**config.mk**
```make
export PLATFORM = sky130hd
export DESIGN_NAME = hero_beat_assembler_flat
export DESIGN_NICKNAME = d
export VERILOG_FILES = /design/src/rtl/hero_asm_pkg.sv /design/src/rtl/test_pkg_a.sv /design/src/rtl/hero_beat_assembler_if.sv /design/src/rtl/hero_pkt_fifo.sv /design/src/rtl/hero_beat_assembler.sv /design/src/flat_wrapper.sv
export SDC_FILE = /design/constraint.sdc
export NUM_CORES = 1
export LEC_CHECK = 0
export BUFFER_PORTS_ARGS = -buffer_cell sky130_fd_sc_hd__buf_2
export CAP_MARGIN = 20
export CORE_MARGIN = 3
export CORE_UTILIZATION = 45
export CTS_CLUSTER_SIZE = 30
export DETAILED_ROUTE_END_ITERATION = 8
export PLACE_DENSITY = 0.74
export RECOVER_POWER = 50
export SYNTH_ARGS = -nofsm -noshare
export SYNTH_HDL_FRONTEND = slang
export SYNTH_SLANG_ARGS = --single-unit
```
**constraint.sdc**
```tcl
create_clock -name clk -period 17.19 [get_ports clk]
set_input_delay 2.5785 -clock clk [delete_from_list [all_inputs] [get_ports clk]]
set_output_delay 2.5785 -clock clk [all_outputs]
set_load 0.05 [all_outputs]
```
**src/rtl/hero_asm_pkg.sv**
```systemverilog
// Widths, FSM states and the packet record shared by the hero beat assembler and its queue.
package hero_asm_pkg;

    localparam int MAX_BEATS = 4;
    localparam int DATA_W    = 36;
    localparam int TAG_W     = 5;
    localparam int CNT_W     = $clog2(MAX_BEATS + 1);
    localparam int IDX_W     = $clog2(MAX_BEATS);

    typedef enum logic [1:0] {
        ST_IDLE,
        ST_COLLECT,
        ST_HOLD
    } asm_state_e;

    // Slot i of data maps to bits [i*DATA_W +: DATA_W] once flattened.
    typedef struct packed {
        logic [MAX_BEATS-1:0][DATA_W-1:0] data;
        logic [CNT_W-1:0]                 beats;
        logic [TAG_W-1:0]                 tag;
        logic                             err;
    } hero_pkt_t;

endpackage

```
**src/rtl/test_pkg_a.sv**
```systemverilog
// Hero bus beat classification shared with the test_pkg_a producers.
package test_pkg_a;

    typedef enum logic [1:0] {
        IDLE  = 2'd0,
        VALID = 2'd1,
        DONE  = 2'd2
    } CYCLE_TYPE_E;

endpackage

```
**src/rtl/hero_beat_assembler_if.sv**
```systemverilog
// Beat-in / packet-out bundle of the hero beat assembler; slave is the assembler side.
interface hero_beat_assembler_if;
    import hero_asm_pkg::*;

    test_pkg_a::CYCLE_TYPE_E       in_cycle_type;
    logic [DATA_W-1:0]             in_data;
    logic [TAG_W-1:0]              in_tag;
    logic                          in_ready;
    logic                          out_valid;
    logic                          out_ready;
    logic [MAX_BEATS*DATA_W-1:0]   out_data;
    logic [CNT_W-1:0]              out_beats;
    logic [TAG_W-1:0]              out_tag;
    logic                          out_err;

    modport slave (
        input  in_cycle_type, in_data, in_tag, out_ready,
        output in_ready, out_valid, out_data, out_beats, out_tag, out_err
    );

    modport master (
        output in_cycle_type, in_data, in_tag, out_ready,
        input  in_ready, out_valid, out_data, out_beats, out_tag, out_err
    );

endinterface

```
**src/rtl/hero_pkt_fifo.sv**
```systemverilog
// Two-entry valid/ready packet queue; head reads as zero while empty.
module hero_pkt_fifo
    import hero_asm_pkg::*;
(
    input  logic      clk,
    input  logic      rst,
    input  logic      push_i,
    input  hero_pkt_t push_pkt_i,
    output logic      full_o,
    output logic      valid_o,
    input  logic      pop_i,
    output hero_pkt_t head_o
);

    localparam int DEPTH = 2;

    hero_pkt_t  mem_q [DEPTH];
    logic       wr_ptr_q, wr_ptr_d;
    logic       rd_ptr_q, rd_ptr_d;
    logic [1:0] count_q, count_d;
    logic       do_push;
    logic       do_pop;

    assign full_o  = (count_q == 2'(DEPTH));
    assign valid_o = (count_q != 2'd0);
    assign do_push = push_i && !full_o;
    assign do_pop  = pop_i && valid_o;

    always_comb begin
        wr_ptr_d = wr_ptr_q ^ do_push;
        rd_ptr_d = rd_ptr_q ^ do_pop;
        count_d  = count_q + {1'b0, do_push} - {1'b0, do_pop};
    end

    always_ff @(posedge clk) begin
        if (rst) begin
            wr_ptr_q <= 1'b0;
            rd_ptr_q <= 1'b0;
            count_q  <= 2'd0;
        end else begin
            wr_ptr_q <= wr_ptr_d;
            rd_ptr_q <= rd_ptr_d;
            count_q  <= count_d;
        end
    end

    // NOTE: storage is deliberately not reset; the count gates every read, so stale entries are never visible.
    always_ff @(posedge clk) begin
        if (do_push) begin
            mem_q[wr_ptr_q] <= push_pkt_i;
        end
    end

    assign head_o = valid_o ? mem_q[rd_ptr_q] : '0;

endmodule

```
**src/rtl/hero_beat_assembler.sv**
```systemverilog
// Collects hero bus beats into packets (FSM + accumulator) and queues them for the consumer.
module hero_beat_assembler
    import hero_asm_pkg::*;
(
    input  logic                  clk,
    input  logic                  rst,
    hero_beat_assembler_if.slave  bus
);

    asm_state_e state_q, state_d;
    hero_pkt_t  acc_q, acc_d;
    hero_pkt_t  beat_pkt;
    hero_pkt_t  push_pkt;
    hero_pkt_t  head;
    logic       accept;
    logic       close;
    logic       push;
    logic       fifo_full;
    logic       fifo_valid;

    // Accumulator with the current beat folded in; only committed when the beat is accepted.
    always_comb begin
        beat_pkt = acc_q;
        close    = 1'b0;
        accept   = (state_q != ST_HOLD) && (bus.in_cycle_type != test_pkg_a::IDLE);

        if (state_q == ST_IDLE) begin
            beat_pkt     = '0;
            beat_pkt.tag = bus.in_tag;
            beat_pkt.err = acc_q.err;
        end

        if (accept) begin
            case (bus.in_cycle_type)
                test_pkg_a::VALID, test_pkg_a::DONE: begin
                    if (beat_pkt.beats == CNT_W'(MAX_BEATS)) begin
                        beat_pkt.err = 1'b1;
                    end else begin
                        beat_pkt.data[beat_pkt.beats[IDX_W-1:0]] = bus.in_data;
                        beat_pkt.beats = beat_pkt.beats + CNT_W'(1);
                    end
                    if (bus.in_tag != beat_pkt.tag) begin
                        beat_pkt.err = 1'b1;
                    end
                    close = (bus.in_cycle_type == test_pkg_a::DONE);
                end
                default: beat_pkt.err = 1'b1;
            endcase
        end
    end

    // NOTE: every output of this block gets a default first, so no path can infer a latch.
    always_comb begin
        state_d  = state_q;
        acc_d    = acc_q;
        push     = 1'b0;
        push_pkt = beat_pkt;

        case (state_q)
            ST_IDLE, ST_COLLECT: begin
                if (accept) begin
                    if (close) begin
                        if (!fifo_full) begin
                            push    = 1'b1;
                            acc_d   = '0;
                            state_d = ST_IDLE;
                        end else begin
                            acc_d   = beat_pkt;
                            state_d = ST_HOLD;
                        end
                    end else begin
                        acc_d = beat_pkt;
                        if (bus.in_cycle_type == test_pkg_a::VALID) begin
                            state_d = ST_COLLECT;
                        end
                    end
                end
            end
            ST_HOLD: begin
                push_pkt = acc_q;
                if (!fifo_full) begin
                    push    = 1'b1;
                    acc_d   = '0;
                    state_d = ST_IDLE;
                end
            end
            default: begin
                acc_d   = '0;
                state_d = ST_IDLE;
            end
        endcase
    end

    // NOTE: sequential state uses non-blocking assignments only, so every register sees pre-edge values.
    always_ff @(posedge clk) begin
        if (rst) begin
            state_q <= ST_IDLE;
            acc_q   <= '0;
        end else begin
            state_q <= state_d;
            acc_q   <= acc_d;
        end
    end

    hero_pkt_fifo u_fifo (
        .clk        (clk),
        .rst        (rst),
        .push_i     (push),
        .push_pkt_i (push_pkt),
        .full_o     (fifo_full),
        .valid_o    (fifo_valid),
        .pop_i      (bus.out_ready),
        .head_o     (head)
    );

    assign bus.in_ready  = (state_q != ST_HOLD);
    assign bus.out_valid = fifo_valid;
    assign bus.out_data  = head.data;
    assign bus.out_beats = head.beats;
    assign bus.out_tag   = head.tag;
    assign bus.out_err   = head.err;

endmodule
```
**src/flat_wrapper.sv**
```systemverilog
// flat-port wrapper written by rule: the top's interface ports become plain ports
module hero_beat_assembler_flat import hero_asm_pkg::*;
  (clk, rst, bus_in_cycle_type, bus_in_data, bus_in_tag, bus_out_ready, bus_in_ready, bus_out_valid, bus_out_data, bus_out_beats, bus_out_tag, bus_out_err);
  hero_beat_assembler_if bus_i ();
  input  logic clk;
  input  logic rst;
  input wire logic [$bits(bus_i.in_cycle_type)-1:0] bus_in_cycle_type;
  input wire logic [$bits(bus_i.in_data)-1:0] bus_in_data;
  input wire logic [$bits(bus_i.in_tag)-1:0] bus_in_tag;
  input wire logic [$bits(bus_i.out_ready)-1:0] bus_out_ready;
  output wire logic [$bits(bus_i.in_ready)-1:0] bus_in_ready;
  output wire logic [$bits(bus_i.out_valid)-1:0] bus_out_valid;
  output wire logic [$bits(bus_i.out_data)-1:0] bus_out_data;
  output wire logic [$bits(bus_i.out_beats)-1:0] bus_out_beats;
  output wire logic [$bits(bus_i.out_tag)-1:0] bus_out_tag;
  output wire logic [$bits(bus_i.out_err)-1:0] bus_out_err;
  assign bus_i.in_cycle_type = bus_in_cycle_type;
  assign bus_i.in_data = bus_in_data;
  assign bus_i.in_tag = bus_in_tag;
  assign bus_i.out_ready = bus_out_ready;
  assign bus_in_ready = bus_i.in_ready;
  assign bus_out_valid = bus_i.out_valid;
  assign bus_out_data = bus_i.out_data;
  assign bus_out_beats = bus_i.out_beats;
  assign bus_out_tag = bus_i.out_tag;
  assign bus_out_err = bus_i.out_err;
  hero_beat_assembler u_core (.clk(clk), .rst(rst), .bus(bus_i));
endmodule
```
### After elaboration in Yosys (flattened, before gate mapping)

Memory sizes are Yosys's and may differ from the RTL's. A register that Yosys moved wholly into a read port is not among the register bits.
Index checks and enable logic that the tools add are counted.

* RAM bits: 306
* output and inout port bits: 155
* input port bits: 46
* flip-flop bits (word level): 159
* memories kept: 1
* word-level logic and storage cells: 75

* equality and inequality tests: 11
* reduce and logical (&&, ||, !) cells: 12
* add/sub/neg operators: 3
* muxes and demuxes: 33
* bitwise operators: 2
* $lt $le $gt $ge: 2

Memories
* u_core.u_fifo.mem_q: words 2, bits a word 153, rd ports 1, clocked after memory_dff 1, wr ports 1, line hero_pkt_fifo.sv:17 `hero_pkt_t mem_q [DEPTH];`

Operator list (count)
* 153-bit 2-to-1 mux: 7
* 147-bit 2-to-1 mux: 3
* 153-bit case mux with 2 select lines: 1
* 144-bit bitwise mux: 1
* 36-bit demux with 2-bit select: 1
* 36-bit 2-to-1 mux: 1
* 1-bit 2-to-1 mux: 12
* 2-bit 2-to-1 mux: 5
* 2-bit equality test, second input constant: 3
* 5-bit inequality test: 1
* 2-bit by 1-bit equality test with 1-bit output, second input constant: 2
* 1-bit logical AND: 4
* 2-bit inequality test, second input constant: 2
* 2-bit case mux with 2 select lines: 1
* 2-bit nonzero test: 2
* 2-bit OR reduction: 2
* 3-bit by 1-bit adder with 3-bit output, second input constant: 1
* 3-bit equality test, second input constant: 1
* 2-bit by 3-bit less-than comparator with 1-bit output, second input constant: 1
* 3-bit by 1-bit inequality test with 1-bit output, second input constant: 1
* 3-bit AND reduction: 1
* 2-bit by 1-bit adder with 2-bit output: 1
* 2-bit by 1-bit >= comparator with 1-bit output, second input constant: 1
* 2-bit logical NOT: 1
* other kinds (6): 7

### Longest topological paths before layout

Gate-level depths: netlist of run 1.

* word-level depth: 14
* depth in mapped cells: 13

### By module

From an unflattened synthesis of run 1, not the netlist that was laid out.

* cells, all modules: 1637
* area, all modules: 19666.4 sq um

By module, submodules not included
* hero_pkt_fifo: cells an instance 669, area an instance 11797.6 sq um, times used 1
* hero_beat_assembler: cells an instance 968, area an instance 7868.8 sq um, times used 1

### Worst setup path after synthesis of run 1

OpenSTA, ideal clock, no wires.

* path kind: input to register
* start: input bus_in_cycle_type[0]
* end: memory u_core.u_fifo.mem_q[1][0] (netlist name), enable pin
* buffers on the path: 0
* setup slack: 9.675 ns
* setup time: 0.532 ns
* cell stages on the path: 7
* arrival: 6.983 ns
* path through: inv_1 ha_1 inv_1 nand2_1 o21ai_0 and2_1 ha_1

* cells in the longest elaborated chain, start to end: 10
* elaborated cells on any way between the ends: 13
* classes of those cells: eq/ne: 2; mux: 7; reduce/logical: 4

Ends and longest elaborated chain
* start: declaration: line flat_wrapper.sv:7 `input wire logic [$bits(bus_i.in_cycle_type)-1:0] bus_in_cycle_type;`
* 2-bit by 1-bit equality test with 1-bit output or 2-bit equality test (tied branches): line hero_beat_assembler.sv:34, hero_beat_assembler.sv:45
* 2-bit OR reduction: line hero_beat_assembler.sv:34 `case (bus.in_cycle_type)`
* 1-bit 2-to-1 mux: line hero_beat_assembler.sv:34
* 1-bit 2-to-1 mux: line hero_beat_assembler.sv:33 `if (accept) begin`
* 1-bit 2-to-1 mux: line hero_beat_assembler.sv:62 `if (close) begin`
* 1-bit 2-to-1 mux (*): line hero_beat_assembler.sv:61 `if (accept) begin`
* 1-bit case mux with 2 select lines (*): line hero_beat_assembler.sv:59 `case (state_q)`
* 1-bit logical AND (*): line hero_pkt_fifo.sv:26 `assign do_push = push_i && !full_o;`
* 1-bit 2-to-1 mux (*): line hero_pkt_fifo.sv:49 `if (do_push) begin`
* 1-bit 2-to-1 mux (not written as such) (*): line hero_pkt_fifo.sv:50 `mem_q[wr_ptr_q] <= push_pkt_i;`
* end: declaration: line hero_pkt_fifo.sv:17

Every way passes the cells marked *; elsewhere a longest branch is shown, timed or not.

### Worst setup path in the final report of run 1

* start: input bus_in_cycle_type[0]
* end: register u_core.acc_q[87] (netlist name)

* cells in the longest elaborated chain, start to end: 8
* elaborated cells on any way between the ends: 15
* classes of those cells: eq/ne: 3; mux: 8; reduce/logical: 4

Ends and longest elaborated chain
* 2-bit by 1-bit equality test with 1-bit output or 2-bit equality test (tied branches): line hero_beat_assembler.sv:34, hero_beat_assembler.sv:45
* 2-bit OR reduction: line hero_beat_assembler.sv:34
* 147-bit 2-to-1 mux: line hero_beat_assembler.sv:34
* 147-bit 2-to-1 mux: line hero_beat_assembler.sv:33
* 153-bit 2-to-1 mux: line hero_beat_assembler.sv:63 `if (!fifo_full) begin`
* 153-bit 2-to-1 mux: line hero_beat_assembler.sv:62
* 153-bit 2-to-1 mux: line hero_beat_assembler.sv:61
* 153-bit case mux with 2 select lines: line hero_beat_assembler.sv:59
* end signal: assignment: line hero_beat_assembler.sv:98 `acc_q <= '0;`
* end signal: assignment: line hero_beat_assembler.sv:101 `acc_q <= acc_d;`
* end: declaration: line hero_beat_assembler.sv:11 `hero_pkt_t acc_q, acc_d;`

Parallel ways exist; a longest one is shown, timed or not. The select of a mux whose other input is x is not followed.
A chain may end at the register's enable or synchronous reset.

==> flow_summary.yaml, run 1 <==
run_status:
  status: "finished, violations left"
  violations: "capacitance limit, slew limit"
clock_network:
  htreeDepth: 2
  path_clk_slew_ns: 0.06
  cts-root-buf: "clkbuf_16"
  cts_hold_buf: 0
  cts_post_setup_buffers_inserted: 0
  ctsResizeCount: 0
  cts_tree: "yes"
  cts_max_path_buffers: 3
  cts_buffers: 45
  cts.sinks: 465
  clk_latency_ns: 0.55
setup_path:
  worst-path-buf-inv: 3
  rrSetupSlack_ns: 10.20
  r2r_start: "u_core.u_fifo.count_q[1]$_SDFF_PP0_"
  critPathLaunchType: "input pin"
  reg2regPathDepth: 5
  setup.worst_path.class: "in -> reg"
  end_kind: "register"
  crit_family: "compound AO/OA/AOI/OAI gates"
  crit_fanout: 36
  crit_arrival_ns: 9.27
  crit_path_max_incr_delay_ns: 2.94
  worst_ep_required_time_ns: 17.67
  cp_common_cell: "clkbuf_1"
  cp_cell_sequence: "clkbuf_1, inv_1, ha_1, a2111oi_0, clkbuf_1, and3_1, a22o_1"
  crit_slowest_cell: "a2111oi_0"
  reg2reg_to: "u_core.acc_q[87]$_SDFFE_PP0P_"
pwr:
  cellPowerDensity_nw_per_um2: 156
  p_total_uw: 3340
  p_leak_uw: 0.00820
  ir_drop_mv: 0.109
yosys:
  synth_area_um2: 18600
  synth-seq-cells: 465
  syn_nets: 1415
  synth_top_cell_area_share: 0.494
  async_flop_share: 0
  synth_flop_cell: "edfxtp_1"
  yosysSeqAreaShare: 0.665
  synthTopCellsByArea: "edfxtp_1 (49%), dfxtp_1 (17%), a22o_1 (12%)"
  ys_warn_count: 0
  postSynthCellCount: 1358
  synth_top_cell_by_area: "edfxtp_1"
  yosysUniqueCellTypes: 37
  syn-mean-instance-area_um2: 13.7
  synth-edff-count: 306
route:
  ant_nets: 0
  drtIter0Drc: 1070
  vias_per_cell: 5.66
  dr.pass1.iters: 5
  wire_per_inst_um: 21.7
  routed_wl_mm: 45.1
  via_count: 11800
  drc: 0
sta:
  setup_viol: 0
  relSlewSlack: -1.61
  worst_pin_slew_ns: 3.82
  holdWs_ns: 0.464
  timing.fmax_mhz: 114
  finClkSkew_ns: 0.0139
  hold_viol: 0
  fin_crit_sh: 0.511
  grt_setup_unrepaired: "false"
  final_max_slew_viol_count: 392
  post-route-min-period_ns: 8.79
  setup_tns_ns: 0
worst_hold_path:
  holdPathEnd: "u_core.acc_q[6]$_SDFFE_PP0P_"
  whs_path_depth: 1
  hp-start: "u_core.acc_q[6]$_SDFFE_PP0P_"
  min-delay-path-class: "reg -> reg"
global_route:
  grt_pass1_wl_mm: 68.5
  grt_usage: 0.198
  antenna_found_initial: 1
  grt_pass1_vias: 11400
  grt_max_degree: 73
  overflow: 0
run:
  maxCapViolations: 11
die:
  io_pins: 201
  core_area_um2: 40300
  fp.dieW_um: 209
  start_util: 0.462
  row_count: 73
  die-area_um2: 43800
  die_h_um: 209
final_layout:
  stdcell_count: 2078
  synthToLayoutAreaGrowth_pct: 15.5
  drive_gt1_frac: 0.172
  final_util: 0.533
  fin_nets: 1572
placement:
  hpwl_mm: 27.8
  gp_congestion: 0.811
  portBuffers: 200
  dp_cells: 1992
Yosys cell counts (all sizes together), types with 2 or more instances:
library cell / instances
a31o: 4
mux2i: 191
a21oi: 7
clkbuf: 37
nand2b: 3
edfxtp: 306
dfxtp: 159
inv: 46
a2111oi: 2
nor3b: 2
a22o: 259
nand4: 2
and3: 3
xnor2: 8
nand2: 58
nor2b: 3
nand3: 6
buf: 67
and2: 8
ha: 11
nor2: 162
o21ai: 3
cell families (layout without fill, tap and decap cells):
family                     count (synthesis)  after routing  synth area share
other                                      0              1                 0
adders and majority gates                 11             11           0.00740
buffers and inverters                    150            344            0.0344
DFF                                      465            465             0.665
and+or+nand+nor                          250            250            0.0546
xor gates and xnor gates                   9              9           0.00424
muxes                                    191            191             0.103
AOI/OAI and AO/OA                        282            282             0.132
registers in the layout (all words and copies together) (netlist names):
signal / cells
u_core.u_fifo.wr_ptr_q: 1
u_core.u_fifo.count_q: 2
u_core.acc_q: 153
u_core.u_fifo.mem_q: 306
u_core.state_q: 2
u_core.u_fifo.rd_ptr_q: 1
final cells by class:
type	instances	area, um2
fillers	3334	18800
clock inverters	23	245
well taps	525	657
diodes	1	2.50
inverters	46	173
flip-flops and latches	465	12400
clock buffers	61	1300
multi-input cells	743	5610
repair buffers	214	1120
routing by layer:
metal  routed length (um)  share of wire  vias to the layer above  global-route usage
met5                    0              0                        -                   0
met4                 1130          0.025                        0              0.0575
met3                 3110          0.069                       67              0.0395
met2                20400           0.45                      412               0.303
met1                20500           0.45                     5893               0.288
li1                     -              -                     5397                   -
worst max path at each step:
stage,cells past startpoint,startpoint,slack (ns),to
floorplan,7,bus_in_cycle_type[0],9.68,u_core.u_fifo.mem_q[1][0]$_DFFE_PP_
global placement,10,bus_in_cycle_type[0],10.98,u_core.u_fifo.mem_q[1][131]$_DFFE_PP_
detailed placement,10,bus_in_cycle_type[0],10.87,u_core.u_fifo.mem_q[1][59]$_DFFE_PP_
CTS,4,u_core.u_fifo.rd_ptr_q$_SDFF_PP0_,11.24,bus_out_data[13]
global route,7,bus_in_cycle_type[0],8.42,u_core.acc_q[81]$_SDFFE_PP0P_
finish,7,bus_in_cycle_type[0],8.40,u_core.acc_q[87]$_SDFFE_PP0P_
per-stage QoR:
step,instance area (um2),worst slack [ns]
6_report,21500,8.40
5_1_grt,21500,8.42
4_1_cts,21600,11.24
3_5_place_dp,20000,10.87
3_3_place_gp,20000,10.98
2_1_floorplan,18600,9.68
where the power goes:
group	switching, uW	total [uW]	internal, uW
Combinational	820	1050	228
Clock	408	1010	606
Sequential	32.5	1280	1250
placed cells by master (no fill, tap or decap), types with 8 or more instances in the layout:
master	n
edfxtp_1	306
a22o_1	259
mux2i_1	191
buf_2	174
nor2_1	162
dfxtp_1	158
nand2_1	58
clkbuf_16	47
inv_1	46
clkbuf_1	36
ha_1	11
xnor2_1	8
clkinv_2	8
buf_4	8
No activity file was read; power rests on OpenSTA's default activity.
==> inputs of run 2 (changes only) <==
- PLACE_DENSITY: 0.74 -> 0.76
- clock period: 17.19 -> 8 ns (I/O delays scaled with it)
==> run 2 against run 1 <==
The flow still finishes with violations (capacitance limit, slew limit). Utilization is 0.062 points higher. Hold slack improved by 0.0091 ns. Via count rose by 1.3%. Critical path type is now reg -> reg.
==> flow_summary.yaml, run 2 (synthesized netlist as in run 1, its figures left out) <==
final_layout:
  nFillCells: 3282
  final_common_cell: "edfxtp_1"
  top_regs: "u_core.u_fifo.mem_q: 306 flops, u_core.acc_q: 153 flops"
  final_area_um2: 21500
  final_util: 0.534
  fin_nets: 1572
  drive_gt1_frac: 0.165
  synthToLayoutAreaGrowth_pct: 15.6
  final_cell_mix: "edfxtp_1 (306), a22o_1 (259), mux2i_1 (191)"
  regMostFlops: "u_core.u_fifo.mem_q"
  largest_reg_flops: 306
clock_network:
  cts_hold_buf: 0
  cts-root-buf: "clkbuf_16"
  htreeDepth: 2
  clk_latency_ns: 0.56
  path_clk_slew_ns: 0.06
  cts_post_setup_buffers_inserted: 0
  cts_buffers: 46
  cts_tree: "yes"
  cts_max_path_buffers: 3
  cts.sinks: 465
  ctsResizeCount: 0
route:
  vias_per_cell: 5.73
  drtIter0Drc: 1185
  dr.pass1.iters: 7
  drc: 0
  wire_per_inst_um: 22.1
  ant_nets: 0
  routed_wl_mm: 45.9
  via_count: 11900
setup_path:
  crit_path_max_incr_delay_ns: 2.19
  crit_fanout: 44
  cp_cell_sequence: "or2_0, nand2_1, ha_1, nand2_1, o2111a_2, and2_2, a22o_1"
  critPathLaunchType: "register"
  setup.worst_path.class: "reg -> reg"
  crit_arrival_ns: 6.32
  crit_family: "simple AND/OR/NAND/NOR gates"
  worst_ep_required_time_ns: 8.48
  worst-path-buf-inv: 0
  crit_slowest_cell: "or2_0"
  end_kind: "register"
  cp_common_cell: "nand2_1"
sta:
  post-route-min-period_ns: 5.84
  hold_viol: 0
  final_max_slew_viol_count: 250
  worst_pin_slew_ns: 2.99
  timing.fmax_mhz: 171
  setup_tns_ns: 0
  relSlewSlack: -0.995
  fin_crit_sh: 0.730
  holdWs_ns: 0.474
  grt_setup_unrepaired: "false"
  finClkSkew_ns: 0.0187
  setup_viol: 0
pwr:
  swShare: 0.377
  p_total_uw: 7270
  combPwrFrac: 0.313
  p_leak_uw: 0.00813
  clkPwrFrac: 0.311
  seqPwrFrac: 0.376
  internal_power_uw: 4530
  p_sw_uw: 2740
  ir_drop_mv: 0.258
  cellPowerDensity_nw_per_um2: 338
global_route:
  grt_pass1_vias: 11800
  overflow: 0
  grt_usage: 0.202
  antenna_found_initial: 4
  grt_pass1_wl_mm: 69.9
  grt_max_degree: 143
die:
  start_util: 0.462
  io_pins: 201
  die-area_um2: 43800
  fp.dieW_um: 209
  row_count: 73
  die_h_um: 209
  core_area_um2: 40300
worst_hold_path:
  min-delay-path-class: "reg -> reg"
placement:
  placed_area_um2: 20000
  gp_congestion: 0.774
  hpwl_mm: 27.8
  portBuffers: 200
run_status:
  status: "finished, violations left"
  violations: "capacitance limit, slew limit"
run:
  maxCapViolations: 5
## run 2: changes by cell type in the layout (fill, tap and decap cells not counted), moves of 3 or more
| cell | change |
|---|---|
| buf_2 | -22 |
| clkbuf_1 | +21 |
| clkinv_1 | -7 |
| clkinvlp_4 | +4 |
| and2_0 | -3 |
| buf_16 | -3 |
| clkbuf_8 | +3 |
## run 2: final cells by class
| type | instances | area, um2 | area share |
|---|---|---|---|
| well taps | 525 | 657 | 0.0305 |
| clock inverters | 18 | 229 | 0.0106 |
| diodes | 3 | 7.51 | 0.000349 |
| multi-input cells | 743 | 5630 | 0.262 |
| clock buffers | 67 | 1390 | 0.0648 |
| repair buffers | 213 | 1050 | 0.0490 |
| flip-flops and latches | 465 | 12400 | 0.575 |
| inverters | 46 | 173 | 0.00803 |
## run 2: metrics by stage
step	cells	setup WS [ns]
floorplan	1358	1.86
global placement	1991	3.80
detailed placement	1992	3.68
CTS	2077	3.74
global route	2080	1.84
finish	2080	2.16
## run 2: power by group through the flow
stage	logic, uW	registers (uW)	clock network (uW)
2_1_floorplan	1750	2770	0
3_3_place_gp	2300	2780	0
3_5_place_dp	2320	2780	0
4_1_cts	2320	2730	2290
5_1_grt	2390	2740	2380
6_report	2270	2730	2260
## run 2: worst reg2reg max path, delay by kind of cell, from the launching register on
| kind | cells | cell delay [ns] |
|---|---|---|
| and+or+nand+nor | 4 | 3.73 |
| adders and majority gates | 1 | 0.47 |
| DFF | 1 | 0.51 |
| AOI/OAI and AO/OA | 2 | 1.07 |
## run 2: metal layers
metal,GRT usage,wire length [um],up-vias
met5,0,7,-
met4,0.0688,1350,2
met3,0.0410,3400,96
met2,0.318,21300,477
met1,0.281,19900,5943
li1,-,-,5403
## run 2: worst paths after layout
path                                   from                              to  slack [ns]  cells past startpoint
max reg2reg  u_core.state_q[1]$_SDFFE_PP0P_  u_core.acc_q[136]$_SDFFE_PP0P_        2.16                      7
max          u_core.state_q[1]$_SDFFE_PP0P_  u_core.acc_q[136]$_SDFFE_PP0P_        2.16                      7
min reg2reg   u_core.acc_q[31]$_SDFFE_PP0P_   u_core.acc_q[31]$_SDFFE_PP0P_        0.47                      1
min           u_core.acc_q[31]$_SDFFE_PP0P_   u_core.acc_q[31]$_SDFFE_PP0P_        0.47                      1
==> inputs of run 3 (changes only) <==
- PLACE_DENSITY: 0.76 -> 0.74
- clock period: 8 -> 5.6 ns (I/O delays scaled with it)
==> run 3 against run 2 <==
The flow still finishes with violations (capacitance limit, slew limit). Wire length is 0.24% higher. Sequential share of layout area is 0.33 points higher. Die area stayed put. Largest power group unchanged. Utilization is 0.29 points lower. Clock power is 33% higher. Non-clock buffer count is 1 higher.
==> flow_summary.yaml, run 3 (synthesized netlist as in run 1, its figures left out) <==
clock_network:
  htreeDepth: 2
  cts.sinks: 465
  cts-root-buf: "clkbuf_16"
  cts_hold_buf: 0
  cts_tree: "yes"
  cts_post_setup_buffers_inserted: 0
  path_clk_slew_ns: 0.06
  clk_latency_ns: 0.55
  cts_max_path_buffers: 3
  cts_buffers: 46
  ctsResizeCount: 0
route:
  wl_met2_mm: 21.4
  routed_wl_mm: 46.0
  drt-met1-wl_mm: 20.3
  drtIter0Drc: 1061
  ant_nets: 0
  vias_per_cell: 5.73
  dr.pass1.iters: 5
  via_count: 11900
  wire_per_inst_um: 22.1
  wl_met3_mm: 3.30
  drc: 0
  dr.max_layer_used: "met4"
pwr:
  clkPwrFrac: 0.295
  combPwrFrac: 0.318
  p_total_uw: 10200
  swShare: 0.384
  cellPowerDensity_nw_per_um2: 476
  p_leak_uw: 0.00808
  p_sw_uw: 3910
  ir_drop_mv: 0.270
  internal_power_uw: 6270
  seqPwrFrac: 0.387
global_route:
  grt_usage: 0.202
  grt_pass1_vias: 11600
  grt_max_degree: 123
  antenna_found_initial: 1
  grt_pass1_wl_mm: 69.5
  overflow: 0
setup_path:
  worst_ep_required_time_ns: 5.72
  rrSetupSlack_ns: 1.05
  end_kind: "register"
  crit_fanout: 30
  crit_arrival_ns: 4.75
  critPathLaunchType: "input pin"
  setup.worst_path.class: "in -> reg"
final_layout:
  final_common_cell: "edfxtp_1"
  fin_nets: 1573
  largest_reg_flops: 306
  regMostFlops: "u_core.u_fifo.mem_q"
  drive_gt1_frac: 0.162
  stdcell_count: 2078
  top_regs: "u_core.u_fifo.mem_q: 306 flops, u_core.acc_q: 153 flops"
  final_cell_mix: "edfxtp_1 (306), a22o_1 (259), mux2i_1 (191)"
  synthToLayoutAreaGrowth_pct: 15.0
worst_hold_path:
  min-delay-path-class: "reg -> reg"
die:
  start_util: 0.462
  row_count: 73
  die_h_um: 209
  io_pins: 201
  fp.dieW_um: 209
  die-area_um2: 43800
  core_area_um2: 40300
sta:
  hold_viol: 0
  fin_crit_sh: 0.826
  relSlewSlack: -0.855
  worst_pin_slew_ns: 2.71
  timing.fmax_mhz: 216
  setup_ws_ns: 0.973
  grt_setup_unrepaired: "false"
  setup_tns_ns: 0
  finClkSkew_ns: 0.0244
  setup_viol: 0
  post-route-min-period_ns: 4.63
  final_max_slew_viol_count: 288
run:
  maxCapViolations: 7
run_status:
  status: "finished, violations left"
  violations: "capacitance limit, slew limit"
placement:
  dp_slack_ns: 1.62
  gp_congestion: 0.848
  portBuffers: 200
  hpwl_mm: 28.2
  dp_cells: 1993
[run 3: changes by cell type in the layout (fill, tap and decap cells not counted), sizes merged]
| cell | delta |
|---|---|
| buf | -7 |
| clkbuf | +5 |
| diode | -2 |
| clkinvlp | -3 |
| clkinv | +8 |
| bufinv | -4 |
| inv | +1 |
[run 3: cell type report]
type / instances / area, um2
Tap cell: 525 / 657
Multi-Input combinational cell: 743 / 5630
Clock buffer: 64 / 1360
Timing Repair Buffer: 214 / 1070
Inverter: 46 / 173
Sequential cell: 465 / 12400
Clock inverter: 20 / 129
Antenna cell: 1 / 2.50
Fill cell: 3344 / 18900
[run 3: power by group through the flow]
stage                     Sequential [uW]  Clock (uW)  Combinational [uW]
after floorplan                      3960           0                2500
after global placement               4000           0                3260
after detailed placement             4010           0                3290
after CTS                            3930        3050                3300
after global routing                 3950        3180                3410
final                                3940        3000                3240
[run 3: worst paths after layout]
check / start / end / cells past startpoint
max: bus_in_cycle_type[0] / u_core.u_fifo.mem_q[1][5]$_DFFE_PP_ / 9
min: u_core.acc_q[105]$_SDFFE_PP0P_ / u_core.acc_q[105]$_SDFFE_PP0P_ / 1
max reg2reg: u_core.u_fifo.count_q[1]$_SDFF_PP0_ / u_core.acc_q[4]$_SDFFE_PP0P_ / 5
min reg2reg: u_core.acc_q[105]$_SDFFE_PP0P_ / u_core.acc_q[105]$_SDFFE_PP0P_ / 1
[run 3: critical path, stage by stage]
cell	delay [ns]
clkbuf_1	0.12
inv_1	0.08
ha_1	0.27
inv_1	0.15
nand2_1	0.06
o21ai_0	0.26
and2_0	0.22
ha_1	1.25
clkbuf_1	1.48
[run 3: layer usage]
metal,vias to the layer above,track usage
met3,66,0.0345
met5,-,0
met4,0,0.0587
met1,5950,0.289
met2,494,0.318
li1,5403,-
[run 3: stage by stage]
step,util,hold slack [ns],cell area [um2]
after detailed placement,0.498,0.454,20100
final,0.531,0.473,21400
after global routing,0.531,0.482,21400
after global placement,0.497,0.455,20000
after CTS,0.535,0.476,21500
after floorplan,-,0.442,18600
